$ cat src/rtl/cpu_pkg.sv
// Shared definitions for the 8-bit bus CPU control path: opcodes, T-states
// and control-word bit positions.
package cpu_pkg;

   localparam int unsigned OP_W = 4;
   localparam int unsigned TS_W = 3;
   localparam int unsigned CW_W = 15;

   localparam logic [OP_W-1:0] OP_NOP = 4'd0;
   localparam logic [OP_W-1:0] OP_LDA = 4'd1;
   localparam logic [OP_W-1:0] OP_ADD = 4'd2;
   localparam logic [OP_W-1:0] OP_SUB = 4'd3;
   localparam logic [OP_W-1:0] OP_STA = 4'd4;
   localparam logic [OP_W-1:0] OP_LDI = 4'd5;
   localparam logic [OP_W-1:0] OP_JMP = 4'd6;
   localparam logic [OP_W-1:0] OP_JZ  = 4'd7;
   localparam logic [OP_W-1:0] OP_OUT = 4'd14;
   localparam logic [OP_W-1:0] OP_HLT = 4'd15;

   typedef enum logic [TS_W-1:0] {
      T0 = 3'd0,
      T1 = 3'd1,
      T2 = 3'd2,
      T3 = 3'd3,
      T4 = 3'd4
   } tstate_e;

   // Bits 0-4 are the bus drivers; bit 14 requests the halt latch.
   localparam int unsigned CW_PC_OUT  = 0;
   localparam int unsigned CW_RAM_OUT = 1;
   localparam int unsigned CW_IR_OUT  = 2;
   localparam int unsigned CW_A_OUT   = 3;
   localparam int unsigned CW_ALU_OUT = 4;
   localparam int unsigned CW_PC_INC  = 5;
   localparam int unsigned CW_PC_LOAD = 6;
   localparam int unsigned CW_MAR_IN  = 7;
   localparam int unsigned CW_RAM_IN  = 8;
   localparam int unsigned CW_IR_IN   = 9;
   localparam int unsigned CW_A_IN    = 10;
   localparam int unsigned CW_B_IN    = 11;
   localparam int unsigned CW_OUT_IN  = 12;
   localparam int unsigned CW_ALU_SUB = 13;
   localparam int unsigned CW_HALT    = 14;

   typedef logic [CW_W-1:0] ctrl_word_t;

endpackage

$ cat src/rtl/ctrl_decode.sv
// Combinational microcode: (T-state, opcode, zero flag) -> control word and
// an end-of-instruction marker.
module ctrl_decode
   import cpu_pkg::*;
#(
   parameter int unsigned OPW = OP_W
) (
   input  tstate_e          tstate_i,
   input  logic [OPW-1:0]   opcode_i,
   input  logic             flag_z_i,
   output ctrl_word_t       cw_c_o,
   output logic             last_c_o
);

   always_comb begin
      cw_c_o   = '0;
      last_c_o = 1'b0;
      case (tstate_i)
         T0: begin
            cw_c_o[CW_PC_OUT] = 1'b1;
            cw_c_o[CW_MAR_IN] = 1'b1;
         end
         T1: begin
            cw_c_o[CW_RAM_OUT] = 1'b1;
            cw_c_o[CW_IR_IN]   = 1'b1;
            cw_c_o[CW_PC_INC]  = 1'b1;
         end
         T2: begin
            last_c_o = 1'b1;
            case (opcode_i)
               OPW'(OP_LDA), OPW'(OP_ADD), OPW'(OP_SUB), OPW'(OP_STA): begin
                  cw_c_o[CW_IR_OUT] = 1'b1;
                  cw_c_o[CW_MAR_IN] = 1'b1;
                  last_c_o          = 1'b0;
               end
               OPW'(OP_LDI): begin
                  cw_c_o[CW_IR_OUT] = 1'b1;
                  cw_c_o[CW_A_IN]   = 1'b1;
               end
               OPW'(OP_JMP): begin
                  cw_c_o[CW_IR_OUT]  = 1'b1;
                  cw_c_o[CW_PC_LOAD] = 1'b1;
               end
               OPW'(OP_JZ): begin
                  cw_c_o[CW_IR_OUT]  = flag_z_i;
                  cw_c_o[CW_PC_LOAD] = flag_z_i;
               end
               OPW'(OP_OUT): begin
                  cw_c_o[CW_A_OUT]  = 1'b1;
                  cw_c_o[CW_OUT_IN] = 1'b1;
               end
               OPW'(OP_HLT): cw_c_o[CW_HALT] = 1'b1;
               OPW'(OP_NOP): ;
               default: ;
            endcase
         end
         T3: begin
            // Unexpected opcodes here terminate the instruction rather than hang.
            last_c_o = 1'b1;
            case (opcode_i)
               OPW'(OP_LDA): begin
                  cw_c_o[CW_RAM_OUT] = 1'b1;
                  cw_c_o[CW_A_IN]    = 1'b1;
               end
               OPW'(OP_ADD), OPW'(OP_SUB): begin
                  cw_c_o[CW_RAM_OUT] = 1'b1;
                  cw_c_o[CW_B_IN]    = 1'b1;
                  last_c_o           = 1'b0;
               end
               OPW'(OP_STA): begin
                  cw_c_o[CW_A_OUT]  = 1'b1;
                  cw_c_o[CW_RAM_IN] = 1'b1;
               end
               default: ;
            endcase
         end
         T4: begin
            last_c_o = 1'b1;
            if (opcode_i == OPW'(OP_ADD) || opcode_i == OPW'(OP_SUB)) begin
               cw_c_o[CW_ALU_OUT] = 1'b1;
               cw_c_o[CW_A_IN]    = 1'b1;
               cw_c_o[CW_ALU_SUB] = (opcode_i == OPW'(OP_SUB));
            end
         end
         default: last_c_o = 1'b1;
      endcase
   end

endmodule

$ cat src/rtl/ctrl_seq.sv
// Control sequencer: owns the T-state counter and halt latch, and gates the
// decoded control word with run/halt/reset.
module ctrl_seq
   import cpu_pkg::*;
#(
   parameter int unsigned OPW = OP_W
) (
   input  logic             clk,
   input  logic             rst_n,
   input  logic             run,
   input  logic [OPW-1:0]   opcode,
   input  logic             flag_z,
   output logic             pc_out,
   output logic             ram_out,
   output logic             ir_out,
   output logic             a_out,
   output logic             alu_out,
   output logic             pc_inc,
   output logic             pc_load,
   output logic             mar_in,
   output logic             ram_in,
   output logic             ir_in,
   output logic             a_in,
   output logic             b_in,
   output logic             out_in,
   output logic             alu_sub,
   output logic             halted,
   output logic [TS_W-1:0]  tstate
);

   tstate_e    tstate_q, tstate_d;
   logic       halted_q, halted_d;
   ctrl_word_t cw_dec;
   logic       last_dec;
   logic       active_c;

   ctrl_decode #(.OPW(OPW)) u_decode (
      .tstate_i (tstate_q),
      .opcode_i (opcode),
      .flag_z_i (flag_z),
      .cw_c_o   (cw_dec),
      .last_c_o (last_dec)
   );

   always_ff @(posedge clk or negedge rst_n) begin
      if (!rst_n) begin
         tstate_q <= T0;
         halted_q <= 1'b0;
      end else begin
         tstate_q <= tstate_d;
         halted_q <= halted_d;
      end
   end

   // No edge is consumed unless the sequencer is actively running.
   always_comb begin
      tstate_d = tstate_q;
      halted_d = halted_q;
      active_c = rst_n & run & ~halted_q;
      if (active_c) begin
         if (last_dec) begin
            tstate_d = T0;
            halted_d = halted_q | cw_dec[CW_HALT];
         end else begin
            tstate_d = tstate_e'(TS_W'(tstate_q) + TS_W'(1));
         end
      end
   end

   assign pc_out  = active_c & cw_dec[CW_PC_OUT];
   assign ram_out = active_c & cw_dec[CW_RAM_OUT];
   assign ir_out  = active_c & cw_dec[CW_IR_OUT];
   assign a_out   = active_c & cw_dec[CW_A_OUT];
   assign alu_out = active_c & cw_dec[CW_ALU_OUT];
   assign pc_inc  = active_c & cw_dec[CW_PC_INC];
   assign pc_load = active_c & cw_dec[CW_PC_LOAD];
   assign mar_in  = active_c & cw_dec[CW_MAR_IN];
   assign ram_in  = active_c & cw_dec[CW_RAM_IN];
   assign ir_in   = active_c & cw_dec[CW_IR_IN];
   assign a_in    = active_c & cw_dec[CW_A_IN];
   assign b_in    = active_c & cw_dec[CW_B_IN];
   assign out_in  = active_c & cw_dec[CW_OUT_IN];
   assign alu_sub = active_c & cw_dec[CW_ALU_SUB];

   assign halted = halted_q;
   assign tstate = TS_W'(tstate_q);

endmodule
$ cat config.mk
export PLATFORM = sky130hd
export DESIGN_NAME = ctrl_seq
export DESIGN_NICKNAME = d
export VERILOG_FILES = /design/src/rtl/cpu_pkg.sv /design/src/rtl/ctrl_decode.sv /design/src/rtl/ctrl_seq.sv
export SDC_FILE = /design/constraint.sdc
export NUM_CORES = 1
export LEC_CHECK = 0
export CORE_UTILIZATION = 37
export CTS_CLUSTER_DIAMETER = 120
export CTS_CLUSTER_SIZE = 12
export DETAILED_ROUTE_END_ITERATION = 12
export GPL_ROUTABILITY_DRIVEN = 0
export GPL_TIMING_DRIVEN = 0
export PLACE_DENSITY = 0.75
export REMOVE_ABC_BUFFERS = 1
export SLEW_MARGIN = 20
export SYNTH_ARGS = -nofsm -noshare
export SYNTH_HDL_FRONTEND = slang
export SYNTH_HIERARCHICAL = 1
export SYNTH_SLANG_ARGS = --single-unit
$ cat constraint.sdc
create_clock -name clk -period 1.6 [get_ports clk]
set_input_delay 0.32 -clock clk [delete_from_list [all_inputs] [get_ports clk]]
set_output_delay 0.32 -clock clk [all_outputs]
set_load 0.01 [all_outputs]
==> summary.md <==
| Metric | Value |
|---|---|
| Core area | `1510 um^2` |
| R2R Setup Slk | `-0.08 ns` |
| Final hold vios | `0` |
| Nets | `approximately 130` |
| Routed WL | `between 2000 and 2500 um` |
| FP Rows | `14` |
| # DRC | `0` |
| Leakage | `between 0.5 and 0.6 nW` |
| Area contributors post-synth | `dfrtp_1, and2_2, nor3_1, nor4b_4, nand3b_4` |
| CTS root buffer | `clkbuf_4` |
| Area grow syn2layout | `95.8%` |
| Met3 WL | `between 30 and 40 um` |
| Adder-cell share of the synthesized area | `0.0212` |
| Fillers | `approximately 100` |
| Drt via density | `~5.6` |
| ANT cells | `0` |
| Synth Area in Simple Gates | `0.532` |
| Reg2reg start | `tstate[2]` |
| Total die area | `1760 um^2` |
| Met2 wire length | `between 1000 and 1500 um` |
| Post-Route Skew | `approximately 0.00055 ns` |
| Unrepaired setup endpoints after global routing | `yes` |
| Starting Density | `0.392` |
| Area after DPL | `just over 800 um^2` |
| Maximum clock insertion buffer count | `2` |
| Compound-cell area share of the yosys netlist | `0.172` |
| Share of layout cells above drive strength 1 | `0.702` |
| Routed len/inst | `15.4 um` |
| GRT Total Usage | `0.219` |
| Area leader, netlist | `dfrtp_1` |
| Worst VDD drop | `0.862 mV` |
| Most frequent cells in the layout | `buf_6, buf_4, and2_2` |
| Highest routed layer | `met3` |
| Critical path type | `reg2out` |
| Iteration-0 DRC Markers | `19` |
| Crit path DAT | `roughly 1.8 ns` |
| Via Count | `730` |
| Setup-failing EPs final | `16` |
| Reg area | `roughly 110 um^2` |
| Post-synth EDFFs | `0` |
| Cell Area, Synth | `about 600 um^2` |
| Num CTS Buffers | `3` |
| Design Area, Final | `roughly 1200 um^2` |
| Max transition margin | `0.795` |
| #FFs+latches synth | `4` |
| Post-layout min period | `2.11 ns` |
| F_max | `roughly 470 MHz` |
| IO Pins | `26` |
| Multiplexer share of the synthesized area | `0` |
| Top cell type's share of synthesized area | `0.169` |
| Area of the multi-input gates | `586 um^2` |
| Number of global-route vias before repair | `685` |
| Worst-Margin Slew | `between 0.3 and 0.4 ns` |
| DP Wirelength | `1020 um` |
| Max-Cap Viols | `0` |
| YS warnings | `6` |
| Path depth of the worst reg2reg path | `7` |
| TritonCTS clock tree | `built` |
| Commonest non-fill, non-tap cell in the layout | `buf_6` |
| Critical Path Fanout Max | `2` |
| ANT nets after route | `0` |
| Power per Cell Area | `roughly 1300 nW/um^2` |
| Largest family of logic cells by synthesized area | `simple AND/OR/NAND/NOR gates` |
| Die W | `roughly 42 um` |
| Worst Setup Slack, final | `-0.509 ns` |
| First-pass GRT wire length | `between 2000 and 3000 um` |
| Clk sink count | `4` |
| H-Tree Level Count | `1` |
| Status | `finished, violations left` |
| Wl on met1 | `slightly above 800 um` |
| Most used DFF post-synth | `dfrtp_1` |
| Post-synthesis sequential area ratio | `0.169` |
| Final Max Slew Viols | `0` |
| Clk Latency, worst-skew pair | `between 0.2 and 0.25 ns` |
| Port bufs | `25` |
| Post-Synth XOR/XNOR Area | `0.0297` |
| Hold Crit Class | `in2async` |
| Failing checks | `setup timing` |
| Crit. End Element | `primary output` |
| Post-synth ARST share | `1.00` |
| Reg clk slew, reported paths | `about 0.040 ns` |
| Period utilisation layout | `1.32` |
| Design Power | `1.46 mW` |
| Initial antenna violation count | `0` |
| Synth Instances | `73` |
| Final global-route overflow total | `0` |
| Die Height | `between 40 and 50 um` |
| Data required time of the worst path | `between 1 and 1.5 ns` |
| Startpoint types | `flop` |
| Largest net degree at the start of global routing | `15` |
| Post-Syn Area per Cell | `8.09 um^2` |
| FF-to-FF End | `tstate[2]` |
| # hold bufs at CTS | `0` |
| Library cells used by synthesis | `33` |
| DRT Pass-1 Iters | `4` |
## metrics by stage
step / worst slack [ns] / util / hold WS, ns / cells / TNS (ns)
final: -0.509 / 0.767 / 0.0160 / 130 / -4.19
after global routing: -0.572 / 0.767 / 0.0259 / 130 / -5.24
after CTS: -0.546 / 0.666 / 0.00554 / 126 / -3.92
after detailed placement: -1.17 / 0.549 / 0.533 / 109 / -16.08
after global placement: -1.14 / 0.549 / 0.529 / 109 / -15.41
after floorplan: -0.201 / - / 0.0244 / 68 / -0.485
## power breakdown
group / internal, mW / total (mW) / leakage, nW / switching, mW
Combinational: 0.617 / 1.14 / 0.491 / 0.526
Clock: 0.0839 / 0.125 / 0.0138 / 0.0415
Sequential: 0.148 / 0.195 / 0.0463 / 0.0475
Total: 0.848 / 1.46 / 0.551 / 0.615
## layer usage
metal,vias to the layer above,global-route usage
met3,0,0.0391
met2,18,0.359
li1,342,-
met5,-,0
met4,0,0.123
met1,370,0.266
## worst max-delay path, stage by stage (launching register included)
cell and delay, ns:
dfrtp_2 0.40, or3b_4 0.39, nor4b_4 0.27, buf_4 0.17, and2_1 0.11, and2_4 0.13, buf_6 0.09
## flip-flops by register name (all words and copies together), names as in the netlist
| name | count |
|---|---|
| tstate | 3 |
| halted | 1 |
## cells in the mapped netlist (2+ instances only)
| master | number |
|---|---|
| nand2_1 | 5 |
| buf_4 | 2 |
| a21oi_1 | 2 |
| and2_2 | 12 |
| nand3b_1 | 2 |
| o21ai_0 | 2 |
| clkbuf_1 | 2 |
| dfrtp_1 | 4 |
| inv_1 | 3 |
| nor3_1 | 7 |
| a21o_1 | 2 |
| nand2b_1 | 2 |
| and2_1 | 3 |
| nor2_1 | 5 |
| o31ai_1 | 2 |
## cell families after synthesis
family                   count (synthesis)
AND/OR/NAND/NOR                         44
buffers and inverters                    8
flip-flops                               4
XOR/XNOR                                 2
AO/OA/AOI/OAI                           14
adder cells (fa/ha/maj)                  1
## how the worst max path moves through the flow
stage	cells after the start	slack, ns	start	to
detailed placement	6	-1.17	opcode[1]	alu_sub
global route	6	-0.57	tstate[0]	alu_sub
finish	6	-0.51	tstate[0]	alu_sub
CTS	6	-0.55	tstate[0]	alu_sub
global placement	6	-1.14	opcode[1]	alu_sub
floorplan	4	-0.20	tstate[0]	alu_sub
## cell type report
| class | instances | share of cell area |
|---|---|---|
| inverters | 3 | 0.00974 |
| flip-flops and latches | 4 | 0.0909 |
| multi-input cells | 62 | 0.506 |
| well taps | 16 | 0.0173 |
| repair buffers | 42 | 0.356 |
| clock buffers | 3 | 0.0195 |
## timing repair
action,CTS,global route
setup buffers,13,5
gates resized for setup,99,38
setup endpoints to repair,21,18
gates cloned,1,0
pin swaps,8,10
Power figures use the tool's default switching activity.
==> RTL edit: new RTL, config.mk and constraints unchanged <==
`CW_W`: 15 -> 30.
--- a/src/rtl/cpu_pkg.sv
+++ b/src/rtl/cpu_pkg.sv
@@ -4,7 +4,7 @@
 
    localparam int unsigned OP_W = 4;
    localparam int unsigned TS_W = 3;
-   localparam int unsigned CW_W = 15;
+   localparam int unsigned CW_W = 30;
 
    localparam logic [OP_W-1:0] OP_NOP = 4'd0;
    localparam logic [OP_W-1:0] OP_LDA = 4'd1;
Behaviour: unchanged (equiv_simple and equiv_induct, registers matched by name and starting in step).
==> RTL edit against the original RTL <==
- the flow still finishes with violations (negative setup slack)
- maximum frequency is 0.52% lower
- die area unchanged
- sequential cell count unchanged
- synthesized area unchanged
- synthesized cell count did not move
- wire length grew 9.5%
- non-clock buffer count stayed put
- global-route usage is 0.18 points higher
- count of clock-buffer cells in the layout is the same
- via count is 2.5% higher
- setup slack worse by 11 ps
- critical path depth grew 1
- total power decreased by 11%
- final area fell by 2.9%
- largest cell class unchanged
- highest routed layer is now met4
==> RTL edit: results (changes against the original RTL) <==
outcome=finished with violations (unchanged); failing checks=negative setup slack (unchanged); dpl ws=-1130 ps (was -1170 ps); clock tree buffer depth=2 (unchanged); setup tns final=-3930 ps (was -4190 ps); Max stage delay on crit path=450 ps (was 400 ps); r2r setup slk=40 ps (was -80 ps); Max-Cap Viols=0 (unchanged); initial antenna violation count=0 (unchanged); critical path arrival=1800 ps; filler instances=125 (was 104); Tightest Pin Transition=253 ps (was 308 ps); Ys Warns=6 (unchanged); pin count of the biggest net entering global routing=15 (unchanged); Worst Hold Class=in -> async (unchanged); Reg clk slew, reported paths=40 ps (about the same); IO Port Bufs=25 (unchanged); # setup viols final=13 (was 16); Root Buffer=clkbuf_4 (unchanged); VDD IR-drop max=0.000818 V (was 0.000862 V); # diodes=0 (unchanged); placed insts=109 (unchanged); gr usage total=22.0% (was 21.9%); proportion of layout cells with a drive suffix above 1=66.7% (was 70.2%); Starting DRT DRC Count=27 (was 19); RR Startpoint=tstate[0] (was tstate[2]); Placement Cell Area=827 sq um (unchanged); Lkg Pwr=0.576 nW (was 0.551 nW); DP Wirelength=982 um (was 1020 um); slowest CP cell=or3b_4 (was dfrtp_2); Worst Reg-to-Reg Cells=7 (unchanged); Setup Skew=1.29 ps (was 0.549 ps); vias in the first global route=698 (was 685); Largest register FFs=3 (unchanged); mean area per synthesized cell=8.09 sq um (unchanged); Min Hold Slack=13.7 ps (was 16.0 ps); vias per std cell=5.75 (was 5.62); FF-to-FF End=tstate[2] (unchanged); Crit path max-delay family=simple AND/OR/NAND/NOR gates (unchanged); maximum fanout along the worst path=6 (was 2); Initial DRT Pass Iterations=4 (unchanged); CTS H-tree depth=1 (unchanged); slack of the critical path=-520 ps (was -509 ps); vias=748 (was 730); TritonCTS Buffers=3 (unchanged); first-pass GRT wire length=2990 um (was 2920 um); worst skew pair latency=230 ps (about the same); wire per inst=16.9 um (was 15.4 um); post-layout net count=125 (unchanged)
-- RTL edit: repair_timing --
item | 4_1_cts | 5_1_grt
endpoints found under the setup margin | 21 | 19
resized for setup | 102 | 27
setup buffers | 15 | 3
pin swaps | 12 | 10
gates cloned | 1 | 0
-- RTL edit: final cells by class --
cell class,instances,area (sq um),area share (%)
multi-input cells,62,562,50.1
repair buffers,42,402,35.8
flip-flops and latches,4,105,9.36
clock buffers,3,22.5,2.01
well taps,16,20.0,1.78
inverters,3,11.3,1.00
-- RTL edit: through the flow --
step | utilization, % | total power, mW
after detailed placement | 54.9 | 0.741
after CTS | 68.1 | 1.10
after floorplan | - | 0.522
after global routing | 74.5 | 1.38
final | 74.5 | 1.31
after global placement | 54.9 | 0.726
-- RTL edit: how the worst max path moves through the flow --
stage	from	end	slack (ps)	depth (start not counted)
6_report	opcode[3]	alu_sub	-520	7
3_5_place_dp	opcode[1]	alu_sub	-1130	6
3_3_place_gp	opcode[1]	alu_sub	-1140	6
4_1_cts	tstate[0]	alu_sub	-520	6
5_1_grt	tstate[0]	alu_sub	-570	6
2_1_floorplan	tstate[0]	alu_sub	-200	4
-- RTL edit: worst register-to-register path: cells and delay by family, from the launching register on --
family / cells / cell delay, ps
AOI/OAI and AO/OA: 3 / 420
buffers and inverters: 2 / 290
and+or+nand+nor: 2 / 400
DFF: 1 / 400
-- RTL edit: metal layers --
metal	track usage (%)	part of all wire, %	up-vias
met5	0	0	-
met4	12.9	3.0	0
met3	4.35	4.3	10
met2	37.8	52	28
met1	25.0	40	367
li1	-	-	343
-- RTL edit: power breakdown --
| part | switching [mW] | total [mW] | internal (mW) | leakage [nW] |
|---|---|---|---|---|
| registers | 0.0493 | 0.197 | 0.148 | 0.0463 |
| clock network | 0.0423 | 0.126 | 0.0840 | 0.0138 |
| logic | 0.477 | 0.982 | 0.504 | 0.516 |
